`src/rtl/dcache_miss_ctrl.sv`:
```
// Load-side data cache controller: hit lookup, MSHR-tracked misses with
// same-block merging, tagged memory returns, cache fill and LSQ responses.
module dcache_miss_ctrl #(
  parameter int NUM_MSHR   = 4,
  parameter int INDEX_BITS = 5,
  parameter int TAG_BITS   = 8,
  parameter int ID_BITS    = 4
) (
  input  logic                  clock,
  input  logic                  reset,
  input  logic                  ld_req_valid,
  input  logic [63:0]           ld_req_addr,
  input  logic [ID_BITS-1:0]    ld_req_id,
  output logic                  ld_req_ready,
  output logic                  rd_load_en,
  output logic [INDEX_BITS-1:0] rd_idx,
  output logic [TAG_BITS-1:0]   rd_tag,
  input  logic                  rd_valid,
  input  logic [63:0]           rd_data,
  output logic                  fill_en,
  output logic [INDEX_BITS-1:0] fill_idx,
  output logic [TAG_BITS-1:0]   fill_tag,
  output logic [63:0]           fill_data,
  output logic [1:0]            proc2mem_command,
  output logic [63:0]           proc2mem_addr,
  input  logic                  mem_grant,
  input  logic [3:0]            mem2proc_response,
  input  logic [3:0]            mem2proc_tag,
  input  logic [63:0]           mem2proc_data,
  output logic                  ld_resp_valid,
  output logic [ID_BITS-1:0]    ld_resp_id,
  output logic [63:0]           ld_resp_data,
  output logic                  mshr_full
);
  localparam int SEL_BITS = (NUM_MSHR > 1) ? $clog2(NUM_MSHR) : 1;
  localparam int BLK_BITS = TAG_BITS + INDEX_BITS + 3;

  typedef enum logic [2:0] {FREE, ISSUE, WAIT_MEM, MERGED, DONE} entry_state_e;

  entry_state_e          state      [NUM_MSHR];
  entry_state_e          state_next [NUM_MSHR];
  logic [ID_BITS-1:0]    ent_id      [NUM_MSHR];
  logic [INDEX_BITS-1:0] ent_idx     [NUM_MSHR];
  logic [TAG_BITS-1:0]   ent_tag     [NUM_MSHR];
  logic [3:0]            ent_mem_tag [NUM_MSHR];
  logic [63:0]           ent_data    [NUM_MSHR];

  logic [INDEX_BITS-1:0] req_idx;
  logic [TAG_BITS-1:0]   req_tag;
  logic                  any_free, any_issue, any_fill, any_done;
  logic [SEL_BITS-1:0]   free_sel, issue_sel, fill_sel, done_sel;
  logic                  req_dup, fill_dup;
  logic                  accept, hit, alloc, issue_ok;
  logic [NUM_MSHR-1:0]   capture;
  logic                  unused_addr_bits;

  assign req_idx  = ld_req_addr[INDEX_BITS+2:3];
  assign req_tag  = ld_req_addr[TAG_BITS+INDEX_BITS+2:INDEX_BITS+3];
  assign unused_addr_bits = ^{ld_req_addr[63:BLK_BITS], ld_req_addr[2:0]};

  assign accept   = ld_req_valid && any_free;
  assign hit      = accept && rd_valid;
  assign alloc    = accept && !rd_valid;
  assign issue_ok = any_issue && mem_grant && (mem2proc_response != 4'd0);
  assign fill_dup = any_fill && (ent_idx[fill_sel] == req_idx) && (ent_tag[fill_sel] == req_tag);

  // Lowest-index priority pick for each role, plus the merge probe.
  always_comb begin
    any_free  = 1'b0; free_sel  = '0;
    any_issue = 1'b0; issue_sel = '0;
    any_fill  = 1'b0; fill_sel  = '0;
    any_done  = 1'b0; done_sel  = '0;
    req_dup   = 1'b0;
    for (int unsigned i = 0; i < NUM_MSHR; i++) begin
      if (state[i] == FREE && !any_free) begin
        any_free = 1'b1; free_sel = SEL_BITS'(i);
      end
      if (state[i] == ISSUE && !any_issue) begin
        any_issue = 1'b1; issue_sel = SEL_BITS'(i);
      end
      if (state[i] == WAIT_MEM && mem2proc_tag != 4'd0 &&
          ent_mem_tag[i] == mem2proc_tag && !any_fill) begin
        any_fill = 1'b1; fill_sel = SEL_BITS'(i);
      end
      if (state[i] == DONE && !any_done) begin
        any_done = 1'b1; done_sel = SEL_BITS'(i);
      end
      if ((state[i] == ISSUE || state[i] == WAIT_MEM) &&
          ent_idx[i] == req_idx && ent_tag[i] == req_tag)
        req_dup = 1'b1;
    end
  end

  always_comb begin
    for (int unsigned i = 0; i < NUM_MSHR; i++) begin
      state_next[i] = state[i];
      capture[i]    = 1'b0;
    end
    if (issue_ok) state_next[issue_sel] = WAIT_MEM;
    if (any_fill) begin
      for (int unsigned i = 0; i < NUM_MSHR; i++) begin
        if (SEL_BITS'(i) == fill_sel ||
            (state[i] == MERGED && ent_idx[i] == ent_idx[fill_sel] &&
             ent_tag[i] == ent_tag[fill_sel])) begin
          state_next[i] = DONE;
          capture[i]    = 1'b1;
        end
      end
    end
    // A merge into the block being filled this cycle completes immediately.
    if (alloc) begin
      if (!req_dup) begin
        state_next[free_sel] = ISSUE;
      end else if (fill_dup) begin
        state_next[free_sel] = DONE;
        capture[free_sel]    = 1'b1;
      end else begin
        state_next[free_sel] = MERGED;
      end
    end
    if (!hit && any_done) state_next[done_sel] = FREE;
  end

  always_comb begin
    ld_req_ready     = any_free;
    mshr_full        = !any_free;
    rd_load_en       = accept;
    rd_idx           = req_idx;
    rd_tag           = req_tag;
    proc2mem_command = any_issue ? 2'd1 : 2'd0;
    proc2mem_addr    = '0;
    if (any_issue)
      proc2mem_addr[BLK_BITS-1:0] = {ent_tag[issue_sel], ent_idx[issue_sel], 3'b000};
    fill_en   = any_fill;
    fill_idx  = any_fill ? ent_idx[fill_sel] : '0;
    fill_tag  = any_fill ? ent_tag[fill_sel] : '0;
    fill_data = any_fill ? mem2proc_data : '0;
  end

  always_ff @(posedge clock) begin
    if (reset) begin
      for (int unsigned i = 0; i < NUM_MSHR; i++) state[i] <= FREE;
      ld_resp_valid <= 1'b0;
      ld_resp_id    <= '0;
      ld_resp_data  <= '0;
    end else begin
      for (int unsigned i = 0; i < NUM_MSHR; i++) begin
        state[i] <= state_next[i];
        if (capture[i]) ent_data[i] <= mem2proc_data;
      end
      if (alloc) begin
        ent_id[free_sel]  <= ld_req_id;
        ent_idx[free_sel] <= req_idx;
        ent_tag[free_sel] <= req_tag;
      end
      if (issue_ok) ent_mem_tag[issue_sel] <= mem2proc_response;
      if (hit) begin
        ld_resp_valid <= 1'b1;
        ld_resp_id    <= ld_req_id;
        ld_resp_data  <= rd_data;
      end else if (any_done) begin
        ld_resp_valid <= 1'b1;
        ld_resp_id    <= ent_id[done_sel];
        ld_resp_data  <= ent_data[done_sel];
      end else begin
        ld_resp_valid <= 1'b0;
      end
    end
  end
endmodule
```
`config.mk`:
```
export PLATFORM = sky130hd
export DESIGN_NAME = dcache_miss_ctrl
export DESIGN_NICKNAME = d
export VERILOG_FILES = /design/src/rtl/dcache_miss_ctrl.sv
export SDC_FILE = /design/constraint.sdc
export NUM_CORES = 1
export LEC_CHECK = 0
export BUFFER_PORTS_ARGS = -buffer_cell sky130_fd_sc_hd__buf_2
export CORE_MARGIN = 2
export CORE_UTILIZATION = 57
export CTS_BUF_LIST = sky130_fd_sc_hd__clkbuf_4
export CTS_CLUSTER_DIAMETER = 150
export DETAILED_ROUTE_END_ITERATION = 12
export GPL_TIMING_DRIVEN = 0
export PLACE_DENSITY = 0.83
export SLEW_MARGIN = 15
export SYNTH_ARGS = -nofsm -noshare
export SYNTH_HDL_FRONTEND = slang
export SYNTH_SLANG_ARGS = --single-unit
```
`constraint.sdc`:
```
create_clock -name clock -period 10.1 [get_ports clock]
set_input_delay 2.02 -clock clock [delete_from_list [all_inputs] [get_ports clock]]
set_output_delay 2.02 -clock clock [all_outputs]
set_load 0.02 [all_outputs]
```
Yosys cells after proc, flatten, opt, wreduce, memory -nomap -nowiden
Memories as Yosys holds them, arrays and structs flattened.
Cells that the tools add are included.
{"block": "op_classes", "addsub": 0, "multipliers": 0, "div": 0, "order_cmp": 8, "n_eq_ne": 41, "shift": 0, "muxes": 94, "n_bitwise": 22, "n_reduce_logical": 79}
{"operator": "two-way mux 64 bit", "count": 3}
{"operator": "equality test 8 bit", "count": 9}
{"operator": "two-way mux 12 bit", "count": 6}
{"operator": "two-way mux 1 bit", "count": 53}
{"operator": "logical AND 1 bit", "count": 48}
{"operator": "equality test 5 bit", "count": 9}
{"operator": "two-way mux 3 bit", "count": 11}
{"operator": "bitwise AND 8 bit", "count": 3}
{"operator": "equality test 3 x 2 -> 1 bit (second input constant)", "count": 8}
{"operator": "two-way mux 4 bit", "count": 6}
{"operator": "NOT 8 bit", "count": 3}
{"operator": "demux 3 bit (select 2 bit)", "count": 3}
{"operator": "equality test 4 bit", "count": 4}
{"operator": "two-way mux 16 bit", "count": 1}
{"operator": "two-way mux 2 bit", "count": 8}
{"operator": "OR 4 bit", "count": 4}
{"operator": "logical NOT 1 bit", "count": 15}
{"operator": "bitwise AND 12 bit", "count": 1}
{"operator": "equality test 3 x 1 -> 1 bit (second input constant)", "count": 4}
{"operator": "equality test 3 bit (second input constant)", "count": 4}
{"operator": "logical NOT 3 bit", "count": 4}
{"operator": "NOT 12 bit", "count": 1}
{"operator": ">= comparator 3 bit (second input constant)", "count": 3}
{"operator": "less-than comparator 3 x 1 -> 1 bit (second input constant)", "count": 3}
{"operator": "16 further kinds", "count": 30}
{"block": "totals", "ff_bits": 69, "latch_bits": 0, "mem_bits_rw": 352, "mem_bits_ro": 0, "input_bits": 209, "output_inout_bits": 229, "wordCells": 253, "memories": 6}
{"memory": "ent_data", "words": 4, "width": 64, "read_ports": 1, "rd_ports_with_merged_regs": 0, "write_ports": 4, "line": "46", "source": "logic [63:0] ent_data [NUM_MSHR];"}
{"memory": "ent_tag", "words": 4, "width": 8, "read_ports": 6, "rd_ports_with_merged_regs": 0, "write_ports": 1, "line": "44", "source": "logic [TAG_BITS-1:0] ent_tag [NUM_MSHR];"}
{"memory": "ent_idx", "words": 4, "width": 5, "read_ports": 6, "rd_ports_with_merged_regs": 0, "write_ports": 1, "line": "43", "source": "logic [INDEX_BITS-1:0] ent_idx [NUM_MSHR];"}
{"memory": "ent_id", "words": 4, "width": 4, "read_ports": 1, "rd_ports_with_merged_regs": 0, "write_ports": 1, "line": "42", "source": "logic [ID_BITS-1:0] ent_id [NUM_MSHR];"}
{"memory": "ent_mem_tag", "words": 4, "width": 4, "read_ports": 4, "rd_ports_with_merged_regs": 0, "write_ports": 1, "line": "45", "source": "logic [3:0] ent_mem_tag [NUM_MSHR];"}
{"memory": "state", "words": 4, "width": 3, "read_ports": 4, "rd_ports_with_merged_regs": 0, "write_ports": 4, "line": "40", "source": "entry_state_e state [NUM_MSHR];"}

Longest topological paths before layout
Gate-level depths: netlist (run 1).
An unclocked memory read counts as a cell.
{"block": "logic_depth", "depth_word": 29, "depth_mapped": 15, "ltp_nobuf": 10}

Worst setup path after synthesis (run 1)
OpenSTA, ideal clock, no wires.
{"block": "synth_timing", "path_kind": "input -> register", "start": "input mem2proc_tag[0]", "end": "memory ent_data[3][0] (enable)", "setup_time_ps": 524, "t_arrival_ps": 8177, "t_required_ps": 9576, "path_slack_ps": 1399, "stages": 13, "path_buffers": 3, "cell_sequence": "buf_6 > xor2_1 > or4b_1 > buf_2 > o211ai_4 > buf_6 > mux2i_1 > o22ai_1 > a2111o_1 > nor4_1 > nand4_1 > or2_1 > a31oi_1"}
{"item": "from (decl)", "line": "28", "source": "input logic [3:0] mem2proc_tag,"}
{"item": "to (decl)", "line": "46"}

Worst setup path in the final report (run 1)
{"block": "layout_timing", "start": "input mem2proc_tag[1]", "end": "output fill_data[27]"}
{"block": "layout_between", "elab_chain_cells": 14, "word_cells_on_any_way": 24, "classes_between": "4 x eq/ne; 5 x mux; 15 x reduce/logical"}
{"item": "nonzero test 4 bit", "line": "81", "source": "if (state[i] == WAIT_MEM && mem2proc_tag != 4'd0 &&"}
{"item": "logical AND 1 bit (2 in a row)", "line": "81"}
{"item": "two-way mux 1 bit", "line": "81"}
{"item": "logical NOT 1 bit", "line": "82", "source": "ent_mem_tag[i] == mem2proc_tag && !any_fill) begin"}
{"item": "logical AND 1 bit", "line": "82"}
{"item": "two-way mux 1 bit", "line": "81"}
{"item": "logical NOT 1 bit", "line": "82"}
{"item": "logical AND 1 bit", "line": "82"}
{"item": "two-way mux 1 bit", "line": "81"}
{"item": "logical NOT 1 bit", "line": "82"}
{"item": "logical AND 1 bit", "line": "82"}
{"item": "two-way mux 1 bit (*)", "line": "81"}
{"item": "two-way mux 64 bit (*)", "line": "137", "source": "fill_data = any_fill ? mem2proc_data : '0;"}
{"item": "to (decl)", "line": "23", "source": "output logic [63:0] fill_data,"}
Every way passes the cells marked *; elsewhere a longest branch is shown, timed or not.

==> metrics.md, run 1 <==
| Metric | Value |
|---|---|
| Commonest non-fill, non-tap cell in the layout | `buf_2` |
| Number of placement rows | `68` |
| Average detailed-routed wire length per instance | `27.1 um` |
| Number of remaining DRC errors | `0` |
| Number of buffers inserted during clock tree synthesis | `103` |
| Finished Layout Cells | `2760` |
| Post-synthesis cell type with the largest combined area | `edfxtp_1` |
| Die Span Y | `191 um` |
| Post-detailed-routing wire length | `74900 um` |
| Number of flops mapped to enable cells by yosys | `340` |
| Starting density of the core | `57.7%` |
| Clock latency at the later pin of the worst-skew pair | `0.84 ns` |
| Pin count of the biggest net entering global routing | `26` |
| Floorplan core area | `34500 sq um` |
| Total leakage power | `9.32 nW` |
| Post-cts repair resize count | `0` |
| Yosys cell types | `91` |
| CTS tree | `built` |
| Post-CTS Hold Fix Bufs | `0` |
| Post-DRT Antenna Nets | `0` |
| Library cell used as clock root buffer | `clkbuf_4` |
| Number of placed cells counting well taps | `2558` |
| Sequential fraction of the synthesis area | `59.5%` |
| DR pass1 iterations | `7` |
| Filler instances | `2420` |
| Hold Vio Cnt, Final | `0` |
| IR Drop Worst-Case VDD | `0.175 mV` |
| Share of flip-flops with an asynchronous set or reset | `0%` |
| Syn-to-layout area delta | `21.1%` |
| Unrepaired setup endpoints after global routing | `false` |
| Clock edge transition at the registers on the reported setup and hold paths | `0.06 ns` |
| Arrival time at the worst endpoint | `5.85 ns` |
| Routed via count | `17712` |
| Slowest cell on the critical path | `buf_1` |
| Fraction of layout cells with a size suffix above 1 | `28.2%` |
| Via count of the first global-routing pass | `17294` |
| Number of vias per cell after detailed routing | `6.42` |
| Final core utilization | `69.9%` |
| Grt total ovfl | `0` |
| Initial antenna violation count | `11` |
| Final number of max-transition violations | `0` |
| Critical path launch point type | `input pin` |
| Final worst path period share | `77.9%` |
| Max Clock Skew | `0.0630 ns` |
| Area of combinational cells with multiple inputs | `7100 sq um` |
| Setup-failing EPs final | `0` |
| Min Tclk post-route | `7.87 ns` |
| Dominant cells by area after synthesis | `edfxtp_1 (51%), dfxtp_1 (8.2%), a222oi_1 (3.4%)` |
| Number of buffer cells added on primary ports | `329` |
| Storage cell area | `11800 sq um` |
| Max stage delay on crit path | `0.75 ns` |
| Final Hold Slack | `0.596 ns` |
| Wire length of the first global-routing pass | `108000 um` |
| Kind of end point of the critical path | `output port` |
| Highest-count cells in the layout ignoring fill and taps | `buf_2 (343), edfxtp_1 (340), nor2_1 (165)` |
| Count of clock tree sinks | `421` |
| DIE AREA | `36400 sq um` |
| Relative slew margins | `13.1%` |
| Outcome | `finished clean` |
| Maximum root-to-sink buffer count | `3` |
| Path type of the worst min-delay path | `reg2reg` |
| Buffers inserted during post-CTS setup optimization | `0` |
| Least-Margin Pin Slew | `1.29 ns` |
| Prevailing post-synth register cell | `edfxtp_1` |
| Initial drt markers | `2201` |
| Final weighted congestion in routability-driven placement | `1.01` |
| CP most frequent cell | `buf_4` |
| Critical-path cell list | `buf_4, xnor2_1, nand4_1, o22ai_4, buf_4, nor2_1, inv_1, buf_1, clkbuf_1, and2_1, buf_2` |
| Worst slack after detailed placement | `2.39 ns` |
| Gate count after technology mapping | `1706` |
| Maximum fanout encountered on the critical timing path | `10` |
| Final setup slack of the worst path | `2.23 ns` |
| Critical path class | `in2out` |
| Die X | `191 um` |
| Max-cap violation count | `0` |
| Area share of the largest cell type after synthesis | `51.4%` |
| Number of synthesis warnings | `0` |
| Global-route total usage across every layer | `40.6%` |
| H-tree levels | `3` |
| Netlist Area Pre-Place | `19900 sq um` |
| Total power consumption of the routed design | `3.90 mW` |
| Mean instance size in the synthesized netlist | `11.7 sq um` |
| Maximum clock frequency | `127 MHz` |
| Half-perimeter wire length after detailed placement | `53500 um` |
| Flop and latch count out of synthesis | `421` |
| Power density cells | `162 nW/um^2` |
| Nets@finish | `2417` |
| WP data required | `8.08 ns` |
| Boundary pin count | `438` |
Yosys cell counts (all sizes together) (13+ instances only):
master,instances
a2111oi,16
a211oi,18
a21oi,98
a221oi,25
a222oi,68
a22oi,20
a311oi,56
a32oi,13
and2,68
buf,94
clkbuf,114
dfxtp,81
edfxtp,340
inv,32
nand2,122
nand4,16
nor2,171
nor3,28
nor4,21
o211ai,20
o21ai,20
o22ai,27
xor2,60
kinds of logic (layout without fill, tap and decap cells):
| group | count (synthesis) | in the layout | share of synthesized area, % |
|---|---|---|---|
| mux | 12 | 12 | 0.604 |
| other cells | 1 | 63 | 0.0189 |
| simple gates | 512 | 512 | 12.8 |
| flops | 421 | 421 | 59.5 |
| compound gates | 448 | 448 | 17.8 |
| buf+inv | 240 | 777 | 6.13 |
| xor+xnor | 72 | 72 | 3.17 |
routing by layer:
layer | track usage [%] | vias to the layer above | share of wire [%]
met3 | 10.2 | 282 | 11
met4 | 22.9 | 6 | 5.9
met2 | 66.6 | 1452 | 48
met1 | 49.0 | 8414 | 35
met5 | 0 | - | 0.048
li1 | - | 7558 | -
flip-flops by register name, summed over array words and instances (netlist names):
register,cells
ld_resp_valid,1
ent_tag,32
state,12
ent_mem_tag,16
ld_resp_data,64
ent_idx,20
ent_data,256
ld_resp_id,4
ent_id,16
final cells by class:
cell class	instances	area share, %
antenna	11	0.114
buffer	208	4.56
clock buffer	159	4.96
clock inverter	32	0.639
inverter	32	0.499
multi-input combinational	1096	29.5
sequential	421	49.1
tap	455	2.36
timing repair buffer	346	8.25
per-stage QoR:
| step | cell area, sq um | TNS [ns] |
|---|---|---|
| floorplan | 20100 | 0 |
| global placement | 22300 | -398.15 |
| detailed placement | 22700 | 0 |
| CTS | 24000 | 0 |
| global route | 24100 | 0 |
| finish | 24100 | 0 |
power breakdown:
part / switching (mW) / internal (mW) / total, mW
Combinational: 0.349 / 0.174 / 0.523
Clock: 0.710 / 0.724 / 1.43
Sequential: 0.0294 / 1.91 / 1.94
path summary, 6_finish.rpt:
path / startpoint / to / slack (ns) / cells after the start
worst max-delay path: mem2proc_tag[1] / fill_data[27] / 2.23 / 11
worst min-delay path: ld_resp_data[31]$_SDFFE_PP0P_ / ld_resp_data[31]$_SDFFE_PP0P_ / 0.60 / 2
worst max register to register: state[0][0]$_SDFF_PP0_ / ent_data[2][11]$_DFFE_PP_ / 4.03 / 15
worst min register to register: ld_resp_data[31]$_SDFFE_PP0P_ / ld_resp_data[31]$_SDFFE_PP0P_ / 0.60 / 2
critical path, delay by kind of cell:
family / cells / cell delay (ns)
xor gates and xnor gates: 1 / 0.25
AOI/OAI and AO/OA: 1 / 0.48
and+or+nand+nor: 3 / 0.97
buffers and inverters: 6 / 2.09
No activity file was read; power rests on OpenSTA's default activity.
==> run 2: changes to the inputs <==
Settings changed: CORE_UTILIZATION 57 to 51, PLACE_DENSITY 0.83 to 0.79.
Clock period 10.1 ns to 6.6 ns, I/O delays scaled along.
==> run 2 against run 1 <==
Critical path depth unchanged. Critical path type unchanged. Clock skew grew 0.027 ns. Via count fell by 1.6%. Clock-buffer cell count rose by 4. Final area rose by 0.55%. Core utilization decreased by 7.1 points. Non-clock buffer count up 2.
==> metrics.md, run 2 (synthesis results as in run 1) <==
| Metric | Value |
|---|---|
| Die X | `201 um (+5.6%)` |
| Slowest cell on the critical path | `nor2_1` |
| Starting density of the core | `51.6% (-6.1 points)` |
| Unrepaired setup endpoints after global routing | `false` |
| Max Clock Skew | `0.0897 ns (+0.0266 ns)` |
| Registers with the highest flip-flop counts | `ent_data (256), ld_resp_data (64), ent_tag (32)` |
| Highest-count cells in the layout ignoring fill and taps | `buf_2 (345), edfxtp_1 (340), nor2_1 (165)` |
| Half-perimeter wire length after detailed placement | `54300 um (+1.7%)` |
| Setup-failing EPs final | `0 (unchanged)` |
| Number of placement rows | `72 (+5.9%)` |
| Library cell used as clock root buffer | `clkbuf_4` |
| Filler instances | `3122 (+29%)` |
| Min Tclk post-route | `6.44 ns` |
| Power density cells | `249 nW/um^2 (+54%)` |
| Depth of the worst register-to-register path | `14 (-1)` |
| Instance area after placement | `22800 sq um (+0.36%)` |
| Grt total ovfl | `0 (unchanged)` |
| H-tree levels | `3 (unchanged)` |
| Routed via count | `17437 (-1.6%)` |
| Average detailed-routed wire length per instance | `26.2 um (-3.4%)` |
| Post-route cell area | `24200 sq um (+0.55%)` |
| Boundary pin count | `438 (unchanged)` |
| Number of vias per cell after detailed routing | `6.18 (-3.7%)` |
| Relative slew margins | `13.1% (about the same)` |
| Count of clock tree sinks | `421 (unchanged)` |
| Clock latency at the later pin of the worst-skew pair | `0.84 ns (about the same)` |
| Total leakage power | `9.35 nW (+0.41%)` |
| Post-detailed-routing wire length | `74000 um (-1.2%)` |
| Wire length of the first global-routing pass | `108000 um (+0.32%)` |
| Number of buffers inserted during clock tree synthesis | `104 (+0.97%)` |
| Flip-flop count of the largest register after layout | `256 (unchanged)` |
| Clock edge transition at the registers on the reported setup and hold paths | `0.07 ns (about the same)` |
| Pin count of the biggest net entering global routing | `26 (unchanged)` |
| Finished Layout Cells | `2821 (+2.2%)` |
| Post-DRT Antenna Nets | `0 (unchanged)` |
| Maximum root-to-sink buffer count | `3 (unchanged)` |
| Maximum fanout encountered on the critical timing path | `12 (+2)` |
| Number of remaining DRC errors | `0 (unchanged)` |
| Number of buffer cells added on primary ports | `329 (unchanged)` |
| Destination of the worst register-to-register timing path | `ent_data[3][11]$_DFFE_PP_` |
| Least-Margin Pin Slew | `1.30 ns (+0.0121 ns)` |
| Outcome | `finished clean` |
| Initial drt markers | `1990 (-9.6%)` |
| Floorplan core area | `38600 sq um (+12%)` |
| Buffers inserted during post-CTS setup optimization | `0 (unchanged)` |
| Nets@finish | `2420 (+0.12%)` |
| Biggest register | `ent_data` |
| DIE AREA | `40600 sq um (+12%)` |
| Max-cap violation count | `0 (unchanged)` |
| Kind of end point of the critical path | `output port` |
| Register-to-register setup slack | `0.27 ns (-3.76 ns)` |
| Post-CTS Hold Fix Bufs | `0 (unchanged)` |
| WP data required | `5.28 ns (-2.80 ns)` |
| Hold Vio Cnt, Final | `0 (unchanged)` |
| Max stage delay on crit path | `0.63 ns (-0.12 ns)` |
| Final-layout setup total negative slack | `0 ns (unchanged)` |
| Hold path endpoint | `ld_resp_data[12]$_SDFFE_PP0P_` |
| Final weighted congestion in routability-driven placement | `1.02 (+1.1%)` |
| Post-cts repair resize count | `0 (unchanged)` |
| Initial antenna violation count | `10 (-1)` |
| Syn-to-layout area delta | `21.8%` |
| Beginning of the worst hold path | `ld_resp_data[12]$_SDFFE_PP0P_` |
| Global-route total usage across every layer | `35.8% (-4.8 points)` |
| Critical path class | `in2out` |
| Maximum clock frequency | `155 MHz` |
| Fraction of layout cells with a size suffix above 1 | `28.4% (+0.13 points)` |
| Die Span Y | `201 um (+5.6%)` |
| DR pass1 iterations | `8 (+1)` |
| Final Hold Slack | `0.585 ns (-0.0116 ns)` |
| IR Drop Worst-Case VDD | `0.271 mV (+55%)` |
| Number of placed cells counting well taps | `2624 (+2.6%)` |
| Instance count along the most critical hold path | `2 (unchanged)` |
| Critical path launch point type | `input pin` |
| Final worst path period share | `97.6%` |
| Worst R2R Start | `state[0][0]$_SDFF_PP0_` |
| Path type of the worst min-delay path | `reg2reg` |
| Via count of the first global-routing pass | `17023 (-1.6%)` |
| Arrival time at the worst endpoint | `5.12 ns (-0.73 ns)` |
| Commonest non-fill, non-tap cell in the layout | `buf_2` |
| Total power consumption of the routed design | `6.04 mW (+55%)` |
| Final number of max-transition violations | `0 (unchanged)` |
| CTS tree | `built` |
| Critical-path cell list | `buf_4, nor3_2, o31a_1, clkbuf_1, o22ai_4, buf_4, nor2_1, inv_1, clkbuf_1, and2_1, buf_2` |
[run 2: cell types whose count changed in the layout (fill, tap and decap cells not counted), moves of 2 or more]
cell,change
inv_8,-2
buf_16,-2
diode_2,-9
clkinv_2,-4
clkbuf_4,+4
clkinv_1,+4
bufinv_16,+2
buf_2,+2
[run 2: worst max-delay path by stage]
| stage | start | end | slack, ns |
|---|---|---|---|
| 2_1_floorplan | mem2proc_tag[0] | ent_data[2][0]$_DFFE_PP_ | 0.14 |
| 3_3_place_gp | mem2proc_tag[0] | ent_data[2][6]$_DFFE_PP_ | -2.35 |
| 3_5_place_dp | mem2proc_tag[0] | ent_data[3][11]$_DFFE_PP_ | -0.34 |
| 4_1_cts | mem2proc_tag[0] | fill_data[24] | 0.15 |
| 5_1_grt | mem2proc_tag[1] | fill_data[7] | 0.19 |
| 6_report | mem2proc_tag[1] | fill_data[7] | 0.16 |
[run 2: report_power, final]
part,internal (mW),switching [mW]
Sequential,2.92,0.0433
Clock,1.21,1.07
Combinational,0.267,0.528
Total,4.40,1.64
[run 2: worst max-delay path: cells and delay by family]
family,cells,cell delay [ns]
AND/OR/NAND/NOR,3,1.27
AO/OA/AOI/OAI,2,0.39
buffers and inverters,6,2.13
[run 2: layer usage]
metal  wire (um)  global-route usage (%)
met1       27800                    44.8
met2       35200                    59.5
met3        7380                    7.76
met4        3480                    16.8
met5         102                       0
[run 2: layout make-up]
type	instances	area, sq um	area share (%)
flip-flops and latches	421	11800	48.9
clock inverters	33	204	0.842
inverters	32	120	0.496
clock buffers	163	1220	5.05
diodes	2	5.00	0.0207
well taps	518	648	2.68
repair buffers	349	1980	8.17
plain buffers	207	1090	4.52
multi-input cells	1096	7110	29.4
[run 2: metrics by stage]
stage	setup WS [ns]	utilization [%]
floorplan	0.144	-
global placement	-2.35	58.1
detailed placement	-0.341	59.1
CTS	0.155	62.8
global route	0.189	62.8
finish	0.158	62.8
